File: config.mk
export PLATFORM = sky130hd
export DESIGN_NAME = neuro_result_voter_flat
export DESIGN_NICKNAME = d
export VERILOG_FILES = /design/src/rtl/neuro_result_voter_pkg.sv /design/src/rtl/neuro_result_voter_if.sv /design/src/rtl/neuro_result_voter_argmax_scan.sv /design/src/rtl/neuro_result_voter.sv /design/src/flat_wrapper.sv
export SDC_FILE = /design/constraint.sdc
export NUM_CORES = 1
export LEC_CHECK = 0
export CAP_MARGIN = 10
export CORE_ASPECT_RATIO = 1.2
export CORE_MARGIN = 4
export CORE_UTILIZATION = 40
export DETAILED_ROUTE_END_ITERATION = 10
export DONT_BUFFER_PORTS = 1
export HOLD_SLACK_MARGIN = 0.05
export SLEW_MARGIN = 15
export SYNTH_ARGS = -nofsm -noshare
export SYNTH_HDL_FRONTEND = slang
export SYNTH_SLANG_ARGS = --single-unit
File: constraint.sdc
create_clock -name clk -period 3.5 [get_ports clk]
set_clock_uncertainty 0.2 [all_clocks]
set_input_delay 0.35 -clock clk [delete_from_list [all_inputs] [get_ports clk]]
set_output_delay 0.35 -clock clk [all_outputs]
set_load 0.1 [all_outputs]
File: src/rtl/neuro_result_voter_pkg.sv
// Shared types and width helpers for the temporal classifier-result voter.
package neuro_pkg;

    localparam int DEFAULT_NUM_CLASSES = 4;

    typedef enum logic [1:0] {
        ST_IDLE   = 2'd0,
        ST_UPDATE = 2'd1,
        ST_SCAN   = 2'd2,
        ST_EMIT   = 2'd3
    } voter_state_e;

    function automatic int class_w(input int num_classes);
        return (num_classes > 2) ? $clog2(num_classes) : 1;
    endfunction

    function automatic int count_w(input int window);
        return $clog2(window + 1);
    endfunction

    function automatic int ptr_w(input int window);
        return (window > 1) ? $clog2(window) : 1;
    endfunction

endpackage

File: src/rtl/neuro_result_voter_if.sv
// Signal bundle between the classifier core (master) and the result voter (slave).
interface neuro_result_voter_if
    import neuro_pkg::*;
#(
    parameter int CLASS_W = 2,
    parameter int CONF_W  = 2,
    parameter int CNT_W   = 32
);
    // stop is a one-cycle strobe qualifying result; there is no backpressure, so a stop that
    // cannot be held is dropped and flagged on overrun. vote_valid is a one-cycle strobe
    // qualifying vote_result/vote_conf, which otherwise hold their last value.
    logic               go;
    logic               stop;
    logic [CLASS_W-1:0] result;
    logic               clear;
    logic [CLASS_W-1:0] vote_result;
    logic [CONF_W-1:0]  vote_conf;
    logic               vote_valid;
    logic [CONF_W-1:0]  fill;
    logic               busy;
    logic               overrun;
    logic [CNT_W-1:0]   last_cycles;
    voter_state_e       state_dbg;

    modport master (
        output go, stop, result, clear,
        input  vote_result, vote_conf, vote_valid, fill, busy, overrun, last_cycles, state_dbg
    );

    modport slave (
        input  go, stop, result, clear,
        output vote_result, vote_conf, vote_valid, fill, busy, overrun, last_cycles, state_dbg
    );

endinterface

File: src/rtl/neuro_result_voter_argmax_scan.sv
// Sequential arg-max: one candidate per enabled cycle, strict-greater replacement,
// and a tie-keep input that lets a caller hold its previous winner on equal counts.
module argmax_scan #(
    parameter int IDX_W = 2,
    parameter int CNT_W = 2
) (
    input  logic             clk,
    input  logic             rst_n,
    input  logic             start,
    input  logic             en,
    input  logic [IDX_W-1:0] cand_idx,
    input  logic [CNT_W-1:0] cand_cnt,
    input  logic [IDX_W-1:0] keep_idx,
    input  logic [CNT_W-1:0] keep_cnt,
    output logic [IDX_W-1:0] win_idx,
    output logic [CNT_W-1:0] win_cnt
);

    logic [IDX_W-1:0] best_idx_q, best_idx_d;
    logic [CNT_W-1:0] best_cnt_q, best_cnt_d;

    always_comb begin
        best_idx_d = best_idx_q;
        best_cnt_d = best_cnt_q;
        if (start) begin
            best_idx_d = '0;
            best_cnt_d = '0;
        end else if (en && (cand_cnt > best_cnt_q)) begin
            best_idx_d = cand_idx;
            best_cnt_d = cand_cnt;
        end
    end

    always_ff @(posedge clk) begin
        if (!rst_n) begin
            best_idx_q <= '0;
            best_cnt_q <= '0;
        end else begin
            best_idx_q <= best_idx_d;
            best_cnt_q <= best_cnt_d;
        end
    end

    assign win_idx = (keep_cnt == best_cnt_q) ? keep_idx : best_idx_q;
    assign win_cnt = best_cnt_q;

endmodule

File: src/rtl/neuro_result_voter.sv
// Sliding-window majority voter over classifier results, with one-deep stop buffering,
// overrun flag and a saturating go-to-stop cycle counter.
module neuro_result_voter
    import neuro_pkg::*;
#(
    parameter int NUM_CLASSES = DEFAULT_NUM_CLASSES,
    parameter int CLASS_W     = class_w(NUM_CLASSES),
    parameter int WINDOW      = 3,
    parameter bit EARLY_VOTE  = 1'b0,
    parameter int CNT_W       = 32
) (
    input logic                 clk,
    input logic                 rst_n,
    neuro_result_voter_if.slave bus
);

    localparam int CONF_W = count_w(WINDOW);
    localparam int PTR_W  = ptr_w(WINDOW);
    localparam logic [CONF_W-1:0]  FILL_MAX = CONF_W'(WINDOW);
    localparam logic [PTR_W-1:0]   PTR_MAX  = PTR_W'(WINDOW - 1);
    localparam logic [CLASS_W-1:0] IDX_MAX  = CLASS_W'(NUM_CLASSES - 1);

    voter_state_e       state_q, state_d;
    logic [CLASS_W-1:0] hist_q [WINDOW];
    logic [CLASS_W-1:0] hist_d [WINDOW];
    logic [CONF_W-1:0]  count_q [NUM_CLASSES];
    logic [CONF_W-1:0]  count_d [NUM_CLASSES];
    logic [PTR_W-1:0]   ptr_q, ptr_d;
    logic [CONF_W-1:0]  fill_q, fill_d;
    logic [CLASS_W-1:0] upd_res_q, upd_res_d;
    logic [CLASS_W-1:0] scan_idx_q, scan_idx_d;
    logic [CLASS_W-1:0] pend_res_q, pend_res_d;
    logic [CLASS_W-1:0] vote_result_q, vote_result_d;
    logic [CONF_W-1:0]  vote_conf_q, vote_conf_d;
    logic               pending_q, pending_d;
    logic               overrun_q, overrun_d;
    logic               vote_valid_q, vote_valid_d;
    logic               go_q, go_d, meas_q, meas_d;
    logic [CNT_W-1:0]   cyc_q, cyc_d, last_q, last_d, cyc_inc;

    logic               stop_eff, full, can_start, take_pending, scan_start, scan_en;
    logic [CLASS_W-1:0] evict, win_idx;
    logic [CONF_W-1:0]  win_cnt;

    assign stop_eff     = bus.stop & ~bus.clear;
    assign full         = (fill_q == FILL_MAX);
    assign evict        = hist_q[ptr_q];
    // Only IDLE and EMIT may launch an update; EMIT chains straight into a buffered stop.
    assign can_start    = (state_q == ST_IDLE) || (state_q == ST_EMIT);
    assign take_pending = can_start && pending_q;

    argmax_scan #(.IDX_W(CLASS_W), .CNT_W(CONF_W)) u_scan (
        .clk      (clk),
        .rst_n    (rst_n),
        .start    (scan_start),
        .en       (scan_en),
        .cand_idx (scan_idx_q),
        .cand_cnt (count_q[scan_idx_q]),
        .keep_idx (vote_result_q),
        .keep_cnt (count_q[vote_result_q]),
        .win_idx  (win_idx),
        .win_cnt  (win_cnt)
    );

    always_comb begin
        state_d       = state_q;
        hist_d        = hist_q;
        count_d       = count_q;
        ptr_d         = ptr_q;
        fill_d        = fill_q;
        upd_res_d     = upd_res_q;
        scan_idx_d    = scan_idx_q;
        pend_res_d    = pend_res_q;
        pending_d     = pending_q;
        overrun_d     = overrun_q;
        vote_result_d = vote_result_q;
        vote_conf_d   = vote_conf_q;
        vote_valid_d  = 1'b0;
        scan_start    = 1'b0;
        scan_en       = 1'b0;

        if (take_pending) pending_d = 1'b0;
        if (stop_eff && !(can_start && !pending_q)) begin
            if (pending_q && !can_start) begin
                overrun_d = 1'b1;
            end else begin
                pending_d  = 1'b1;
                pend_res_d = bus.result;
            end
        end

        case (state_q)
            ST_UPDATE: begin
                // An incoming class equal to the evicted one leaves every count unchanged.
                if (!(full && (evict == upd_res_q))) begin
                    count_d[upd_res_q] = count_q[upd_res_q] + CONF_W'(1);
                    if (full) count_d[evict] = count_q[evict] - CONF_W'(1);
                end
                hist_d[ptr_q] = upd_res_q;
                ptr_d         = (ptr_q == PTR_MAX) ? '0 : ptr_q + PTR_W'(1);
                if (!full) fill_d = fill_q + CONF_W'(1);
                scan_idx_d = '0;
                scan_start = 1'b1;
                state_d    = ST_SCAN;
            end
            ST_SCAN: begin
                scan_en = 1'b1;
                if (scan_idx_q == IDX_MAX) state_d = ST_EMIT;
                else                       scan_idx_d = scan_idx_q + CLASS_W'(1);
            end
            ST_EMIT: begin
                if (EARLY_VOTE || full) begin
                    vote_result_d = win_idx;
                    vote_conf_d   = win_cnt;
                    vote_valid_d  = 1'b1;
                end
                state_d = ST_IDLE;
            end
            default: begin
            end
        endcase

        if (take_pending) begin
            state_d   = ST_UPDATE;
            upd_res_d = pend_res_q;
        end else if (can_start && stop_eff) begin
            state_d   = ST_UPDATE;
            upd_res_d = bus.result;
        end

        if (bus.clear) begin
            state_d      = ST_IDLE;
            ptr_d        = '0;
            fill_d       = '0;
            count_d      = '{default: '0};
            pending_d    = 1'b0;
            overrun_d    = 1'b0;
            vote_valid_d = 1'b0;
        end
    end

    always_comb begin
        go_d    = bus.go;
        meas_d  = meas_q;
        cyc_d   = cyc_q;
        last_d  = last_q;
        cyc_inc = (&cyc_q) ? cyc_q : cyc_q + CNT_W'(1);
        // The stop cycle itself is counted, so a 1-cycle go then stop reports 1.
        if (meas_q) begin
            if (stop_eff) begin
                last_d = cyc_inc;
                meas_d = 1'b0;
            end else begin
                cyc_d = cyc_inc;
            end
        end else if (bus.go && !go_q) begin
            cyc_d  = '0;
            meas_d = 1'b1;
        end
    end

    always_ff @(posedge clk) begin
        if (!rst_n) begin
            state_q       <= ST_IDLE;
            hist_q        <= '{default: '0};
            count_q       <= '{default: '0};
            ptr_q         <= '0;
            fill_q        <= '0;
            upd_res_q     <= '0;
            scan_idx_q    <= '0;
            pend_res_q    <= '0;
            pending_q     <= 1'b0;
            overrun_q     <= 1'b0;
            vote_result_q <= '0;
            vote_conf_q   <= '0;
            vote_valid_q  <= 1'b0;
            go_q          <= 1'b0;
            meas_q        <= 1'b0;
            cyc_q         <= '0;
            last_q        <= '0;
        end else begin
            state_q       <= state_d;
            hist_q        <= hist_d;
            count_q       <= count_d;
            ptr_q         <= ptr_d;
            fill_q        <= fill_d;
            upd_res_q     <= upd_res_d;
            scan_idx_q    <= scan_idx_d;
            pend_res_q    <= pend_res_d;
            pending_q     <= pending_d;
            overrun_q     <= overrun_d;
            vote_result_q <= vote_result_d;
            vote_conf_q   <= vote_conf_d;
            vote_valid_q  <= vote_valid_d;
            go_q          <= go_d;
            meas_q        <= meas_d;
            cyc_q         <= cyc_d;
            last_q        <= last_d;
        end
    end

    assign bus.vote_result = vote_result_q;
    assign bus.vote_conf   = vote_conf_q;
    assign bus.vote_valid  = vote_valid_q;
    assign bus.fill        = fill_q;
    assign bus.busy        = (state_q != ST_IDLE);
    assign bus.overrun     = overrun_q;
    assign bus.last_cycles = last_q;
    assign bus.state_dbg   = state_q;

endmodule

File: src/flat_wrapper.sv
// flat-port wrapper written by rule: the top's interface ports become plain ports
module neuro_result_voter_flat import neuro_pkg::*;
#(
    parameter int NUM_CLASSES = DEFAULT_NUM_CLASSES,
    parameter int CLASS_W     = class_w(NUM_CLASSES),
    parameter int WINDOW      = 3,
    parameter bit EARLY_VOTE  = 1'b0,
    parameter int CNT_W       = 32
)
  (clk, rst_n, bus_go, bus_stop, bus_result, bus_clear, bus_vote_result, bus_vote_conf, bus_vote_valid, bus_fill, bus_busy, bus_overrun, bus_last_cycles, bus_state_dbg);
  neuro_result_voter_if #(.CLASS_W(CLASS_W), .CONF_W(2), .CNT_W(CNT_W)) bus_i ();
  input logic clk;
  input logic rst_n;
  input wire logic [$bits(bus_i.go)-1:0] bus_go;
  input wire logic [$bits(bus_i.stop)-1:0] bus_stop;
  input wire logic [$bits(bus_i.result)-1:0] bus_result;
  input wire logic [$bits(bus_i.clear)-1:0] bus_clear;
  output wire logic [$bits(bus_i.vote_result)-1:0] bus_vote_result;
  output wire logic [$bits(bus_i.vote_conf)-1:0] bus_vote_conf;
  output wire logic [$bits(bus_i.vote_valid)-1:0] bus_vote_valid;
  output wire logic [$bits(bus_i.fill)-1:0] bus_fill;
  output wire logic [$bits(bus_i.busy)-1:0] bus_busy;
  output wire logic [$bits(bus_i.overrun)-1:0] bus_overrun;
  output wire logic [$bits(bus_i.last_cycles)-1:0] bus_last_cycles;
  output wire logic [$bits(bus_i.state_dbg)-1:0] bus_state_dbg;
  assign bus_i.go = bus_go;
  assign bus_i.stop = bus_stop;
  assign bus_i.result = bus_result;
  assign bus_i.clear = bus_clear;
  assign bus_vote_result = bus_i.vote_result;
  assign bus_vote_conf = bus_i.vote_conf;
  assign bus_vote_valid = bus_i.vote_valid;
  assign bus_fill = bus_i.fill;
  assign bus_busy = bus_i.busy;
  assign bus_overrun = bus_i.overrun;
  assign bus_last_cycles = bus_i.last_cycles;
  assign bus_state_dbg = bus_i.state_dbg;
  neuro_result_voter #(.NUM_CLASSES(NUM_CLASSES), .CLASS_W(CLASS_W), .WINDOW(WINDOW), .EARLY_VOTE(EARLY_VOTE), .CNT_W(CNT_W)) u_core (.clk(clk), .rst_n(rst_n), .bus(bus_i));
endmodule
==> results of run 1 <==
## worst max path at each step
stage	end	slack [ns]	depth (start not counted)	from
after floorplan	u_core.count_q[1]$_SDFFE_PP0P_	0.57	7	u_core.bus.fill[0]$_SDFFE_PP0P_
after global placement	u_core.cyc_q[2]$_SDFFE_PN0P_	0.88	7	u_core.cyc_q[0]$_SDFFE_PN0P_
after detailed placement	u_core.cyc_q[2]$_SDFFE_PN0P_	0.77	7	u_core.cyc_q[0]$_SDFFE_PN0P_
after CTS	u_core.cyc_q[2]$_SDFFE_PN0P_	0.76	7	u_core.cyc_q[0]$_SDFFE_PN0P_
after global routing	u_core.cyc_q[2]$_SDFFE_PN0P_	0.51	7	u_core.cyc_q[0]$_SDFFE_PN0P_
final	u_core.cyc_q[2]$_SDFFE_PN0P_	0.71	7	u_core.cyc_q[0]$_SDFFE_PN0P_
## power by group through the flow
stage / Sequential [uW] / Combinational (uW) / Clock, uW
floorplan: 1340 / 122 / 0
global placement: 1340 / 156 / 0
detailed placement: 1340 / 160 / 0
CTS: 1320 / 174 / 1050
global route: 1320 / 190 / 1100
finish: 1320 / 173 / 1020
## layer usage
layer | vias to the layer above | GRT usage
met5 | - | 0
met4 | 0 | 0.09607
met3 | 35 | 0.04130
met2 | 135 | 0.3762
met1 | 2503 | 0.2083
li1 | 2460 | -
## worst max-delay path, delay by kind of cell (launching register included)
kind | cells | cell delay, ns
AO/OA/AOI/OAI | 2 | 0.36
adder cells (fa/ha/maj) | 1 | 0.28
buffers and inverters | 1 | 0.31
flip-flops | 1 | 0.41
AND/OR/NAND/NOR | 3 | 1.15
## sequential cells by signal (all words and copies together), names as in the netlist
| signal | cells |
|---|---|
| u_core.bus.state_dbg | 2 |
| u_core.pending_q | 1 |
| u_core.upd_res_q | 2 |
| u_core.bus.fill | 2 |
| u_core.bus.overrun | 1 |
| u_core.go_q | 1 |
| u_core.bus.vote_valid | 1 |
| u_core.count_q | 8 |
| u_core.meas_q | 1 |
| u_core.ptr_q | 2 |
| u_core.bus.vote_result | 2 |
| u_core.u_scan.best_idx_q | 2 |
| u_core.bus.last_cycles | 32 |
| u_core.pend_res_q | 2 |
| u_core.cyc_q | 32 |
| u_core.hist_q | 6 |
| u_core.scan_idx_q | 2 |
| u_core.bus.vote_conf | 2 |
| u_core.u_scan.win_cnt | 2 |
## synth_stat cells (7+ instances only)
cell type / instances
dfxtp_1: 103
and3_1: 13
mux2i_1: 19
xnor2_1: 18
nand3_1: 27
nand2b_1: 8
o31ai_1: 8
inv_1: 21
nand2_1: 49
o21ai_0: 58
a21oi_1: 39
or3_1: 14
o211ai_1: 7
a31oi_1: 42
ha_1: 11
nor2_1: 49
buf_2: 15
nor3_1: 11
clkbuf_1: 29
a211oi_1: 7
nand4_1: 11
nand3b_1: 7
## per-stage QoR
| stage | area, sq um | utilization | hold slack [ns] | power (uW) | worst slack, ns |
|---|---|---|---|---|---|
| finish | 6082 | 0.4420 | 0.06190 | 2510 | 0.7063 |
| global route | 6082 | 0.4420 | 0.09351 | 2609 | 0.5138 |
| CTS | 6082 | 0.4420 | 0.05876 | 2541 | 0.7554 |
| detailed placement | 5723 | 0.4159 | 0.2797 | 1503 | 0.7729 |
| global placement | 5723 | 0.4159 | 0.2699 | 1498 | 0.8752 |
| floorplan | 5584 | - | 0.2437 | 1460 | 0.5748 |
## logic make-up after synthesis
logic type,after synthesis,synth area share
xor+xnor,21,0.03294
buf+inv,69,0.05064
compound gates,212,0.2458
simple gates,233,0.2265
mux,23,0.05019
flops,103,0.3693
fa+ha+maj,11,0.02465
## timing repair
action	4_1_cts	5_1_grt
hold buffers	5	0
gates resized for setup	0	0
buffers inserted	0	0
hold endpoints to repair	42	0
## area by class of cell
type / count / share of cell area
multi-input cells: 500 / 0.5328
well taps: 171 / 0.03518
clock inverters: 6 / 0.01152
clock buffers: 10 / 0.03765
repair buffers: 22 / 0.03086
flip-flops and latches: 103 / 0.3390
inverters: 21 / 0.01296
==> flow_metrics.tcl, run 1 <==
set metrics [dict create \
    clock_latency_ns 0.35 \
    grt_pass1_vias 5061 \
    n_antenna_cell 0 \
    synth_seq_cells 103 \
    yosys.area.top_type "dfxtp_1" \
    port_buffers 0 \
    viasPerCell 6.162 \
    tightest_slew_ns 1.003 \
    hpwl_mm 11.17 \
    slew_headroom 0.3307 \
    seqPwrFrac 0.525 \
    rrSetupSlack_ns 0.71 \
    p_leak_uw 0.002116 \
    cp_slowest_cell "and3_1" \
    p_switching_uw 696.9 \
    clock_path_buffers 2 \
    layout.nets 675 \
    synth.distinct_cells 70 \
    ff2ff_path_depth 7 \
    die_w_microns 115.9 \
    fin_setup_tns_ns 0 \
    crit_type "flop to flop" \
    cts-root-buf "clkbuf_16" \
    end_kind "flop" \
    wl_met3_microns 751 \
    grt_overflow 0 \
    max_freq_mhz 358.0 \
    p_clk_frac 0.407 \
    core_area_sq_mm 0.01376 \
    yosys_warnings 0 \
    ys_async_sr_fraction 0 \
    fin_crit_sh 0.7982 \
    yosysSeqAreaShare 0.3693 \
    setup_viol 0 \
    routed_wl_mm 15.43 \
    path_cells "ha_1 > nand3_2 > nor4_1 > and3_1 > buf_4 > o21ai_0 > a311oi_1" \
    regArea_sq_mm 0.002062 \
    row_count 47 \
    cts_buffers 9 \
    timing.rr.end "u_core.cyc_q[2]$_SDFFE_PN0P_" \
    wl_met1_mm 5.766 \
    top_layer "met4" \
    min_to "u_core.pending_q$_SDFF_PP0_" \
    multi_input_area_sq_mm 0.003241 \
    antenna_left 0 \
    synth.net_count 690 \
    synth_top_cell_area_share 0.3693 \
    cts_tree "done" \
    cts_sinks 103 \
    ys_top_cells_by_area "dfxtp_1, o21ai_0, a31oi_1" \
    synth_cells 672 \
    cap_violations 0 \
    drive_above_1_share 0.09063 \
    hold_viol 0 \
    final_common_cell "dfxtp_1" \
    gpl.final_weighted_congestion 0.9120 \
    initial_core_util 0.4058 \
    hp-class "input pin to flop" \
    fillCellCount 1364 \
    die_h_microns 137.4 \
    drtPass1Iterations 5 \
    period_minus_slack_ns 2.794 \
    required_ns 3.57 \
    ys.flop_type "dfxtp_1" \
    post-place-cells 812 \
    rsz0062_at_grt "false" \
    synth_area_sq_mm 0.005584 \
    ioPinCount 50 \
    syn_to_final_growth_pct 8.918 \
    irDropWorstVdd_uv 375.4 \
    path_max_fanout 19 \
    dieArea_sq_mm 0.01592 \
    ctsHtreeMaxLevel 3 \
    max_stage_delay_ns 0.52 \
    antenna_found_initial 0 \
    finalMaxSlewViolations 0 \
    syn_avg_cell_area_sq_um 8.310 \
    layout_common_cells "dfxtp_1, o21ai_0, nor2_1, nand2_1, a31oi_1" \
    drc 0 \
    powerDensity_mw_per_mm2 412.7 \
    cp_data_arrival_time_ns 2.86 \
    track_usage 0.1999 \
    final_cells 833 \
    num_vias 5133 \
    path_clk_slew_ns 0.07 \
    wl_met2_mm 8.283 \
    hold_depth 3 \
    reg2reg_from "u_core.cyc_q[0]$_SDFFE_PN0P_" \
    worstHoldStart "bus_clear" \
    p_comb_frac 0.069 \
    status "finished, final reports clean" \
    initialDrtViolationCount 356 \
    wl_per_cell_microns 18.53 \
    sw_frac_of_total 0.2776 \
    synth_edf_count 0 \
    cp-start-kind "flop" \
    p_int_uw 1813 \
    grt_max_degree 39 \
    grt_pass1_wl_mm 25.07 \
]
(Power assumes the default switching activity.)
==> inputs of run 2 (changes only) <==
Clock period 3.5 ns to 2.4 ns, I/O delays scaled along.
==> run 2 against run 1 <==
Effect of this change: clock-buffer cell count shrank 1; worst hold slack better by 0.014 ns; global-route usage is 2.5 points higher; register-to-register slack got worse by 0.63 ns; largest power group unchanged; utilization grew 5.8 points; largest cell class unchanged; maximum frequency grew 20%.
==> flow_metrics.tcl, run 2 (synthesized netlist as in run 1, its figures left out) <==
set metrics [dict create \
    wl_met1_mm 6.670 \
    die_w_microns 115.9 \
    syn_to_final_growth_pct 23.30 \
    wl_per_cell_microns 18.74 \
    routed_wl_mm 17.37 \
    core_area_sq_mm 0.01376 \
    cts-root-buf "clkbuf_16" \
    die_h_microns 137.4 \
    max_stage_delay_ns 0.53 \
    path_cells "and3_1 > and4_1 > nand3_1 > or4_1 > a31oi_1" \
    max_freq_mhz 430.0 \
    cts_tree "done" \
    cts_buffers 9 \
    antenna_found_initial 0 \
    slew_headroom 0.4710 \
    sw_frac_of_total 0.2810 \
    cap_violations 0 \
    p_leak_uw 0.002650 \
    row_count 47 \
    dieArea_sq_mm 0.01592 \
    rsz0062_at_grt "true" \
    layout_common_cells "buf_4, dfxtp_1, o21ai_0" \
    end_kind "flop" \
    wl_met2_mm 9.262 \
    postPlaceCellArea_sq_mm 0.006434 \
    fin_crit_sh 0.9691 \
    cp-start-kind "flop" \
    drtPass1Iterations 7 \
    seqPwrFrac 0.474 \
    n_antenna_cell 0 \
    hold_viol 0 \
    required_ns 2.49 \
    port_buffers 0 \
    irDropWorstVdd_uv 327.2 \
    grt_max_degree 39 \
    grt_pass1_vias 5492 \
    ctsHtreeMaxLevel 3 \
    path_clk_slew_ns 0.07 \
    drc 0 \
    period_minus_slack_ns 2.326 \
    p_comb_frac 0.126 \
    final_area_sq_mm 0.006885 \
    cp_num_buf_inv 0 \
    initialDrtViolationCount 318 \
    hpwl_mm 12.55 \
    layout.nets 770 \
    drive_above_1_share 0.2130 \
    hp-class "input pin to flop" \
    gpl.final_weighted_congestion 0.9206 \
    grt_pass1_wl_mm 27.95 \
    p_clk_frac 0.400 \
    crit_family "simple AND/OR/NAND/NOR gates" \
    p_total_uw 3740 \
    path_max_fanout 7 \
    wl_met3_microns 636 \
    finalMaxSlewViolations 0 \
    track_usage 0.2251 \
    powerDensity_mw_per_mm2 543.1 \
    ioPinCount 50 \
    cp_data_arrival_time_ns 2.41 \
    viasPerCell 5.920 \
    setup_viol 0 \
    regArea_sq_mm 0.002072 \
    top_layer "met4" \
    crit_type "flop to flop" \
    cts_sinks 103 \
    initial_core_util 0.4058 \
    grt_overflow 0 \
    tightest_slew_ns 0.7906 \
    status "finished, final reports clean" \
    p_int_uw 2689 \
    final_common_cell "buf_4" \
    fillCellCount 1365 \
    antenna_left 0 \
    clock_latency_ns 0.36 \
    num_vias 5488 \
    clock_path_buffers 2 \
    p_switching_uw 1051 \
    cp_slowest_cell "or4_1" \
    multi_input_area_sq_mm 0.003292 \
]
[run 2: changes by cell type in the layout (fill, tap and decap cells not counted), sizes merged]
cell and change:
clkinvlp +1, clkinv -2, inv +1, buf +92, clkbuf -1, dlygate4sd3 +3
[run 2: metrics by stage]
stage / util / setup slack [ns] / TNS [ns] / hold WS (ns) / instances
finish: 0.5004 / 0.07418 / 0 / 0.07570 / 927
CTS: 0.4955 / 0.02812 / 0 / 0.06708 / 925
detailed placement: 0.4675 / 0.02662 / 0 / 0.1801 / 902
global route: 0.5004 / -0.009298 / -0.01302 / 0.1124 / 927
global placement: 0.4675 / 0.09021 / 0 / 0.1702 / 902
floorplan: - / -0.002711 / -0.002711 / 0.1673 / 672
[run 2: area by class of cell]
| cell class | count | area share |
|---|---|---|
| multi-input combinational | 500 | 0.4781 |
| sequential | 103 | 0.3009 |
| timing repair buffer | 117 | 0.1356 |
| clock buffer | 9 | 0.03271 |
| tap | 171 | 0.03107 |
| inverter | 21 | 0.01145 |
| clock inverter | 6 | 0.01018 |
[run 2: worst register-to-register path, stage by stage (launching register included)]
cell and delay [ns]:
dfxtp_1 0.48, and3_1 0.26, and4_1 0.40, nand3_1 0.21, or4_1 0.53, a31oi_1 0.17
[run 2: worst paths after layout]
kind	startpoint	end	slack, ns	cells after the start
max	u_core.cyc_q[2]$_SDFFE_PN0P_	u_core.cyc_q[15]$_SDFFE_PN0P_	0.07	5
max reg2reg	u_core.cyc_q[2]$_SDFFE_PN0P_	u_core.cyc_q[15]$_SDFFE_PN0P_	0.07	5
min reg2reg	u_core.bus.vote_conf[0]$_SDFFE_PN0P_	u_core.bus.vote_conf[0]$_SDFFE_PN0P_	0.26	2
min	bus_clear	u_core.count_q[0]$_SDFFE_PP0P_	0.08	3
[run 2: per-layer routing]
layer / track usage / vias up
li1: - / 2655
met2: 0.4165 / 139
met4: 0.1354 / 0
met5: 0 / -
met1: 0.2366 / 2640
met3: 0.03427 / 54
[run 2: what timing repair did]
action,in CTS,in global routing
setup endpoints to repair,0,32
hold buffers,8,0
buffers inserted,0,2
resized for setup,0,9
hold endpoints to repair,44,0
[run 2: power groups by stage]
| stage | Combinational [uW] | Sequential, uW | Clock (uW) |
|---|---|---|---|
| 2_1_floorplan | 178 | 1950 | 0 |
| 3_3_place_gp | 442 | 1810 | 0 |
| 3_5_place_dp | 448 | 1810 | 0 |
| 4_1_cts | 473 | 1770 | 1550 |
| 5_1_grt | 504 | 1770 | 1620 |
| 6_report | 471 | 1770 | 1500 |
==> inputs of run 3 (changes only) <==
Settings changed: CTS_CLUSTER_SIZE from default to 20.
==> results of run 3 <==
Final layout, timing and power as in run 2 (identical DEF).
==> variant: new RTL, config.mk and constraints of run 3 <==
`CNT_W` is set to 32 in 3 places; all go to 64.
--- a/src/rtl/neuro_result_voter_if.sv
+++ b/src/rtl/neuro_result_voter_if.sv
@@ -4,7 +4,7 @@
 #(
     parameter int CLASS_W = 2,
     parameter int CONF_W  = 2,
-    parameter int CNT_W   = 32
+    parameter int CNT_W   = 64
 );
     // stop is a one-cycle strobe qualifying result; there is no backpressure, so a stop that
     // cannot be held is dropped and flagged on overrun. vote_valid is a one-cycle strobe
--- a/src/rtl/neuro_result_voter.sv
+++ b/src/rtl/neuro_result_voter.sv
@@ -7,7 +7,7 @@
     parameter int CLASS_W     = class_w(NUM_CLASSES),
     parameter int WINDOW      = 3,
     parameter bit EARLY_VOTE  = 1'b0,
-    parameter int CNT_W       = 32
+    parameter int CNT_W       = 64
 ) (
     input logic                 clk,
     input logic                 rst_n,
--- a/src/flat_wrapper.sv
+++ b/src/flat_wrapper.sv
@@ -5,7 +5,7 @@
     parameter int CLASS_W     = class_w(NUM_CLASSES),
     parameter int WINDOW      = 3,
     parameter bit EARLY_VOTE  = 1'b0,
-    parameter int CNT_W       = 32
+    parameter int CNT_W       = 64
 )
   (clk, rst_n, bus_go, bus_stop, bus_result, bus_clear, bus_vote_result, bus_vote_conf, bus_vote_valid, bus_fill, bus_busy, bus_overrun, bus_last_cycles, bus_state_dbg);
   neuro_result_voter_if #(.CLASS_W(CLASS_W), .CONF_W(2), .CNT_W(CNT_W)) bus_i ();
Ports: changed (resized bus_last_cycles); port bits go from 50 to 82. No check against the original RTL was run, so the function may have changed too.
==> variant against run 3 <==
- the flow now finishes with violations (negative setup slack)
- clock power grew 90%
- cell area up 87%
- sequential cell count grew 64
- wire length up 89%
- worst setup slack got worse by 270 ps
- total power increased by 74%
- area after synthesis rose by 61%
- non-clock buffer count rose by 216
- highest routed layer unchanged
==> variant: results (changes against run 3) <==
* Root buffer cell: clkbuf_16
* Tightest Hold Check Type: in -> reg
* ANT cells at 0 (unchanged)
* Final-stage net count at 1397 (+81%)
* GRT met1 Usage at 29.6% (+5.9 points)
* Final setup fails at 75 (+75)
* Met2 Wirelength at 16000 µm (+72%)
* Top cells by count, synth: dfxtp_1, o21ai_0, nand2_1
* Top Metal Used: met4
* Wire per inst at 19.7 µm (+5.0%)
* Worst path max stage delay at 580 ps (+50 ps)
* Syn Inst Count at 1109 (+65%)
* Top FF cell, synth: dfxtp_1
* CP Max Fanout at 5 (-2)
* Post-synthesis sequential area ratio at 37.3% (+0.37 points)
* Slew Limit Fails at 0 (unchanged)
* Critical path arrival at 2740 ps (+330 ps)
* XOR/XNOR Fraction of Synth Area at 3.22% (-0.070 points)
* Initial antenna violation count at 0 (unchanged)
* Post-Place Setup Slack at -290 ps (-316 ps)
* Ratio of cells with drive above 1 in the final layout at 33.7% (+12 points)
* Vias per cell at 5.95 (+0.50%)
* Final Instance Count excl. Fillers at 1666 (+80%)
* M3 GR Usage at 4.76% (+1.3 points)
* DP Area at 0.0114 mm² (+78%)
* Synth Area in Compound Gates at 24.1% (-0.45 points)
* Cts bufs inserted at 17 (+8)
* Max-slew headroom at 50.5% (+3.4 points)
* Post-Synth Adder-Cell Area at 1.54% (-0.93 points)
* Placed insts at 1600 (+77%)
* Clock-pin slew on the worst setup and hold paths at 70 ps (about the same)
* Filler Cell Count at 1922 (+41%)
* Synth cell types at 67 (-4.3%)
* Routability Congestion at 0.979 (+6.3%)
* Peak VDD IR at 0.455 mV (+39%)
* First-pass GRT wire length at 49400 µm (+77%)
* FFs w/ async S/R, synth at 0% (unchanged)
* Vias in the first global route at 9243 (+68%)
* P_leak at 4.91 nW (+85%)
* Area contributors post-synth: dfxtp_1, o21ai_0, a31oi_1
* Multiplexer share of the synthesized area at 3.81% (-1.2 points)
* Fin Setup TNS at -8920 ps (-8920 ps)
* YS warnings at 0 (unchanged)
* First DRT Iteration DRCs at 761 (+140%)
* Setup WS post-layout at -199 ps (-273 ps)
* Violated checks: negative setup slack
* Area delta synth->final at 44.0%
* TritonRoute pass-1 iters at 5 (-2)
* GRT Util Overall at 25.3% (+2.8 points)
* Met1 WL at 13000 µm (+95%)
* Hpwl dp at 23100 µm (+84%)
* Met2 Use GR at 43.4% (+1.7 points)
* H-tree lvl count at 4 (+1)
* Port bufs at 0 (unchanged)
* Status: complete, but fails checks
* Crit-path slowest cell: or4_4
* Clock latency on the worst-skew pair at 440 ps (+80 ps)
* WL met3 at 2000 µm (+220%)
* Largest net degree at the start of global routing at 72 (+85%)
* Max clock buf depth at 2 (unchanged)
variant: cell count changes after synthesis, sizes merged, moves of 27 or more:
| cell | delta |
|---|---|
| a21oi | +27 |
| dfxtp | +64 |
| clkbuf | +34 |
| o21ai | +73 |
| nand3 | +29 |
| or3 | +35 |
variant: timing repair:
| item | CTS | global route |
|---|---|---|
| endpoints found under the hold margin | 92 | 0 |
| pin swaps | 17 | 29 |
| hold buffers | 9 | 0 |
| gates resized for setup | 70 | 73 |
| setup endpoints to repair | 111 | 119 |
| cloned | 0 | 8 |
| buffers inserted | 5 | 12 |
variant: worst paths after layout:
path                      startpoint                        end  slack (ps)  cells after the start
max                  u_core.cyc_q[9]  u_core.bus.last_cycles[8]        -200                      9
min                            rst_n            u_core.cyc_q[6]          90                      3
max reg2reg          u_core.cyc_q[9]  u_core.bus.last_cycles[8]        -200                      9
min reg2reg  u_core.bus.vote_conf[1]    u_core.bus.vote_conf[1]         260                      2
variant: cells by family after synthesis:
kind of cell               after synthesis
and+or+nand+nor                        411
AOI/OAI and AO/OA                      352
DFF                                    167
buffers and inverters                  106
xor gates and xnor gates                33
muxes                                   29
adders and majority gates               11
variant: report_power, final:
part           internal, W  switching (W)  leakage (nW)
Sequential         0.00282      0.0000287          1.36
Clock              0.00165        0.00120         0.293
Combinational     0.000205       0.000593          3.25
Total              0.00468        0.00182          4.91
variant: final cells by class:
cell class | count | share of cell area (%)
Multi-Input combinational cell | 836 | 43.5
Sequential cell | 167 | 26.1
Timing Repair Buffer | 333 | 22.4
Clock buffer | 22 | 3.75
Tap cell | 274 | 2.66
Clock inverter | 10 | 0.901
Inverter | 24 | 0.698
variant: critical path: cells and delay by family, from the launching register on:
family          cells  cell delay, ps
compound gates      2             310
buf+inv             3             410
flops               1             360
simple gates        4            1210
